[src/rtl/rr_mux8to1_pkg.sv]
// Shared constants and the rotate-and-priority-encode helper for the 8:1 round-robin mux.
package rr_mux8to1_pkg;

  localparam int unsigned NUM_SRC   = 8;
  localparam int unsigned SEL_W     = 3;
  localparam int unsigned DEF_WIDTH = 8;

  typedef struct packed {
    logic             any;
    logic [SEL_W-1:0] idx;
  } rr_pick_t;

  // First set request at or above ptr, wrapping past the top source back to 0.
  function automatic rr_pick_t rr_pick(input logic [NUM_SRC-1:0] req,
                                       input logic [SEL_W-1:0]   ptr);
    logic [2*NUM_SRC-1:0] dbl;
    logic [NUM_SRC-1:0]   rot;
    rr_pick_t             pick;
    dbl  = {req, req};
    rot  = dbl[ptr +: NUM_SRC];
    pick = '0;
    // Scan downward so the lowest rotated position wins.
    for (int k = NUM_SRC - 1; k >= 0; k--) begin
      if (rot[k]) begin
        pick.any = 1'b1;
        pick.idx = ptr + SEL_W'(k);
      end
    end
    return pick;
  endfunction

endpackage

[src/rtl/rr_mux8to1_arbiter8.sv]
// Combinational round-robin arbiter: requests and pointer in, one-hot grant and index out.
module rr_arbiter8
  import rr_mux8to1_pkg::*;
(
  input  logic [NUM_SRC-1:0] i_valid,
  input  logic [SEL_W-1:0]   i_ptr,
  output logic [NUM_SRC-1:0] o_grant_c,
  output logic [SEL_W-1:0]   o_idx_c,
  output logic               o_any_c
);

  rr_pick_t w_pick;

  always_comb begin
    w_pick    = rr_pick(i_valid, i_ptr);
    o_any_c   = w_pick.any;
    o_idx_c   = w_pick.idx;
    o_grant_c = '0;
    if (w_pick.any) o_grant_c[w_pick.idx] = 1'b1;
  end

endmodule

[src/rtl/rr_mux8to1.sv]
// Eight-source round-robin mux into a single registered output stage with valid/ready handshake.
module rr_mux8to1
  import rr_mux8to1_pkg::*;
#(
  parameter int unsigned WIDTH = DEF_WIDTH
)(
  input  logic                     clk,
  input  logic                     clrn,
  input  logic [NUM_SRC-1:0]       in_valid,
  input  logic [NUM_SRC*WIDTH-1:0] in_data,
  output logic [NUM_SRC-1:0]       in_ready,
  output logic                     out_valid,
  output logic [WIDTH-1:0]         out_data,
  output logic [SEL_W-1:0]         out_src,
  input  logic                     out_ready
);

  logic [SEL_W-1:0]   r_ptr;
  logic               r_out_valid;
  logic [WIDTH-1:0]   r_out_data;
  logic [SEL_W-1:0]   r_out_src;

  logic [NUM_SRC-1:0] w_grant;
  logic [SEL_W-1:0]   w_idx;
  logic               w_any;
  logic               w_load_en;
  logic               w_xfer;
  logic [WIDTH-1:0]   w_sel_data;

  rr_arbiter8 u_arb (
    .i_valid   (in_valid),
    .i_ptr     (r_ptr),
    .o_grant_c (w_grant),
    .o_idx_c   (w_idx),
    .o_any_c   (w_any)
  );

  // Output slot is free when empty or being drained this cycle; nothing is accepted in reset.
  assign w_load_en = (~r_out_valid | out_ready) & clrn;
  assign w_xfer    = w_load_en & w_any;
  assign in_ready  = w_grant & {NUM_SRC{w_load_en}};

  always_comb begin
    w_sel_data = '0;
    for (int i = 0; i < NUM_SRC; i++) begin
      if (w_idx == SEL_W'(i)) w_sel_data = in_data[i*WIDTH +: WIDTH];
    end
  end

  always_ff @(posedge clk or negedge clrn) begin
    if (!clrn) begin
      r_ptr       <= '0;
      r_out_valid <= 1'b0;
      r_out_data  <= '0;
      r_out_src   <= '0;
    end else if (w_xfer) begin
      r_ptr       <= w_idx + SEL_W'(1);
      r_out_valid <= 1'b1;
      r_out_data  <= w_sel_data;
      r_out_src   <= w_idx;
    end else if (out_ready) begin
      r_out_valid <= 1'b0;
    end
  end

  assign out_valid = r_out_valid;
  assign out_data  = r_out_data;
  assign out_src   = r_out_src;

endmodule
[config.mk]
export PLATFORM = sky130hd
export DESIGN_NAME = rr_mux8to1
export DESIGN_NICKNAME = d
export VERILOG_FILES = /design/src/rtl/rr_mux8to1_pkg.sv /design/src/rtl/rr_mux8to1_arbiter8.sv /design/src/rtl/rr_mux8to1.sv
export SDC_FILE = /design/constraint.sdc
export NUM_CORES = 1
export LEC_CHECK = 0
export ABC_AREA = 1
export BUFFER_PORTS_ARGS = -buffer_cell sky130_fd_sc_hd__buf_2
export CORE_MARGIN = 2
export CORE_UTILIZATION = 30
export CTS_CLUSTER_DIAMETER = 30
export DETAILED_ROUTE_END_ITERATION = 7
export HOLD_SLACK_MARGIN = 0.1
export PLACE_DENSITY = 0.59
export RECOVER_POWER = 100
export SLEW_MARGIN = 30
export SYNTH_ARGS = -nofsm -noshare
export SYNTH_HDL_FRONTEND = slang
export SYNTH_SLANG_ARGS = --single-unit
[constraint.sdc]
create_clock -name clk -period 4.9 [get_ports clk]
set_clock_uncertainty 0.15 [all_clocks]
set_input_delay 0.245 -clock clk [delete_from_list [all_inputs] [get_ports clk]]
set_output_delay 0.245 -clock clk [all_outputs]
set_load 0.02 [all_outputs]
==> Implementation_results.wiki <==
{| class="wikitable"
! Metric !! Value
|-
| Share of flip-flops with an asynchronous set or reset || 100.0%
|-
| Main combinational cell family by area after synthesis || simple AND/OR/NAND/NOR gates
|-
| Number of global-route vias before repair || 2,737
|-
| TritonCTS buffer count || 3
|-
| Cell with the most instances on the worst path || sky130_fd_sc_hd__nand2_1
|-
| Mapped Cells || 420
|-
| Number of warnings reported in the yosys synthesis log || 0
|-
| Number of failing hold endpoints at the final stage || 0
|-
| Top flip-flop cell by instance count after synthesis || sky130_fd_sc_hd__dfrtp_1
|-
| Setup crit end kind || output port
|-
| Setup slack after layout || 653.8 ps
|-
| Util after Layout || 37.56%
|-
| Clock latency at the later pin of the worst-skew pair || 240 ps
|-
| Die ar. || 8692 um2
|-
| Clock transition time at the flip-flop clock pins of the worst setup and hold paths || 60 ps
|-
| Cell chosen for the clock root || sky130_fd_sc_hd__clkbuf_8
|-
| Multi-input combinational cell area || 1638 um2
|-
| Maxcap violations || 0
|-
| Area leader, netlist || sky130_fd_sc_hd__nand2_1
|-
| Netlist area before placement || 2389 um2
|-
| Sink count of the clock tree || 15
|-
| Pin count of the biggest net entering global routing || 28
|-
| Std-Cell Core Area || 7727 um2
|-
| Antenna violations before repair || 0
|-
| Global-route congestion overflow total || 0
|-
| Diodes inserted || 0
|-
| DRT Pass-1 Iters || 4
|-
| Critical path buffers and inverters || 6
|-
| Final Max Tran Viols || 0
|-
| Total of flip-flops plus latches after synthesis || 15
|-
| Port Buf Inserts || 94
|-
| Compound-cell area share of the yosys netlist || 10.27%
|-
| Post-DP HPWL || 5626 um
|-
| Post-CTS setup buffer count || 0
|-
| Clock tree from TritonCTS || done
|-
| Final worst-path cycle share || 86.66%
|-
| Unique cell type count in the Yosys netlist || 33
|-
| Overall via count from detail_route || 2,835
|-
| Gpl congestion || 0.9011
|-
| Fraction of layout cells with a size suffix above 1 || 24.25%
|-
| Die Span Y || 93.23 um
|-
| Fill cell count || 885
|-
| Status || completed
|-
| Number of nets with antenna violations after detailed routing || 0
|-
| Top cells by area in the synthesized netlist || sky130_fd_sc_hd__nand2_1, sky130_fd_sc_hd__dfrtp_1, sky130_fd_sc_hd__inv_1, sky130_fd_sc_hd__nand3_1, sky130_fd_sc_hd__nand4_1
|-
| Post-detailed-route via-to-cell ratio || 4.686
|-
| Clock H-tree levels || 1
|-
| Count leader, synth || sky130_fd_sc_hd__nand2_1
|-
| Mapped Avg Cell Area || 5.687 um2
|-
| Fmax || 235.5 MHz
|-
| Number of nets produced by synthesis || 503
|-
| Worst Path Required || 4510 ps
|-
| Number of flops mapped to enable cells by yosys || 0
|-
| Area fraction of the dominant cell type after synthesis || 22.47%
|-
| Clk buf depth || 2
|-
| Post-route DRC violation count || 0
|-
| Cell row count || 32
|-
| Die outline width || 93.23 um
|-
| Critical-path top delay cell || sky130_fd_sc_hd__clkbuf_1
|-
| Tmin final || 4246 ps
|-
| Global-route wire length before repair || 11,590 um
|-
| Setup slack at placement || 569.6 ps
|-
| Initial Util || 30.91%
|-
| Detailed router's first-iteration violation count || 115
|-
| Most frequent cells after synthesis || sky130_fd_sc_hd__nand2_1, sky130_fd_sc_hd__inv_1, sky130_fd_sc_hd__nor2_1
|-
| Top-Level Pins || 95
|-
| Proportion of synthesized chip area in sequential cells || 15.72%
|-
| CP arrival || 3850 ps
|-
| Simple logic cell fraction of the synthesized area || 53.12%
|-
| Total wire length after detailed routing || 6917 um
|-
| RSZ-0062 raised after global routing || no
|-
| Worst-case headroom to the max-slew limit || 34.23%
|-
| Area share of xor/xnor cells in the synthesized design || 1.100%
|-
| Final setup viols || 0
|-
| CP max FO || 27
|-
| Area Overhead vs Synth || 21.53%
|-
| Area used by sequential logic in the layout || 375.4 um2
|-
| Delay of the slowest critical-path stage || 730 ps
|-
| Total Routing Usage GR || 15.99%
|-
| Net total in the final layout || 587
|-
| Kind of critical path || flip-flop to output port
|-
| Family of cells with the greatest summed delay on the critical path || buffers and inverters
|-
| Worst min-delay path class || primary input to flip-flop
|-
| Adder-cell area share of the yosys netlist || 4.191%
|-
| Pin slew with the least headroom to its limit || 986.5 ps
|-
| Minimum hold slack || 114.1 ps
|-
| Routed wire length per instance || 11.43 um
|-
| List of cells traversed by the critical path || inv_2, nand2_1, nand3_1, nand3_1, buf_4, nand2_1, inv_1, nand4_1, o21a_1, nand2_1, clkbuf_1, inv_1, nand2_1, nor2_1, clkbuf_1
|-
| Type of origin of the critical path || flip-flop
|-
| Total Negative Setup Slacks || 0 ps
|-
| Mux share of post-synthesis cell area || 0%
|}
-- what timing repair did --
item                       CTS  global route
hold buffers                 1             0
setup endpoints to repair    0             2
gates resized for setup      0             1
hold endpoints to repair    15             0
-- area by class of cell --
| cell class | count | area share (%) |
|---|---|---|
| multi-input cells | 322 | 56.42 |
| repair buffers | 98 | 16.29 |
| flip-flops and latches | 15 | 12.93 |
| inverters | 64 | 8.362 |
| well taps | 102 | 4.397 |
| clock buffers | 3 | 1.422 |
| clock inverters | 1 | 0.1724 |
-- registers in the layout, indices dropped and copies added (netlist names) --
register and cells:
out_data 8, r_ptr 3, out_valid 1, out_src 3
-- stage by stage --
step	area (um2)	instances
floorplan	2389	420
global route	2903	605
CTS	2935	605
global placement	2879	600
detailed placement	2879	600
finish	2903	605
-- path summary, 6_finish.rpt --
kind | startpoint | end | slack [ps] | cells past startpoint
max reg2reg | r_ptr[0]$_DFFE_PN0P_ | out_data[0]$_DFFE_PN0P_ | 700 | 27
max in group asynchronous | clrn | out_data[5]$_DFFE_PN0P_ | 3610 | 2
max | r_ptr[0]$_DFFE_PN0P_ | in_ready[5] | 650 | 15
min | out_ready | out_valid$_DFFE_PN0P_ | 110 | 4
min reg2reg | out_data[5]$_DFFE_PN0P_ | out_data[5]$_DFFE_PN0P_ | 330 | 2
min in group asynchronous | clrn | out_src[0]$_DFFE_PN0P_ | 470 | 2
-- kinds of logic after synthesis --
group / count (synthesis)
AND/OR/NAND/NOR: 272
buffers and inverters: 83
AO/OA/AOI/OAI: 39
flip-flops: 15
adder cells (fa/ha/maj): 8
XOR/XNOR: 3
-- tightest hold or removal path: cells and delay by family --
kind / cells / cell delay, ps
buffers and inverters: 2 / 130
AND/OR/NAND/NOR: 2 / 80
-- placed cells by master (no fill, tap or decap), drive strengths merged --
cell type / Yosys / layout
dlygate4sd3: 0 / 1
o21ai: 20 / 20
clkinv: 0 / 1
buf: 14 / 75
a31oi: 1 / 1
nand2: 155 / 155
xor2: 1 / 1
o221ai: 1 / 1
or2: 8 / 8
o21a: 1 / 1
a21oi: 14 / 14
dfrtp: 15 / 15
clkbuf: 5 / 25
xnor2: 2 / 2
nor3: 1 / 1
ha: 8 / 8
o211ai: 1 / 1
nand3: 43 / 43
nor2: 39 / 39
inv: 64 / 64
nand4: 26 / 26
o31ai: 1 / 1
-- per-layer routing --
layer / vias to the layer above / global-route usage, % / wire [um]
met5: - / 0 / 0
met4: 0 / 2.083 / 44
met3: 4 / 2.417 / 323
met2: 71 / 30.94 / 3500
met1: 1265 / 18.85 / 3048
li1: 1495 / - / -
Power is not shown: default switching activity piles up to over one toggle a cycle in this logic, so the estimate is an artifact.
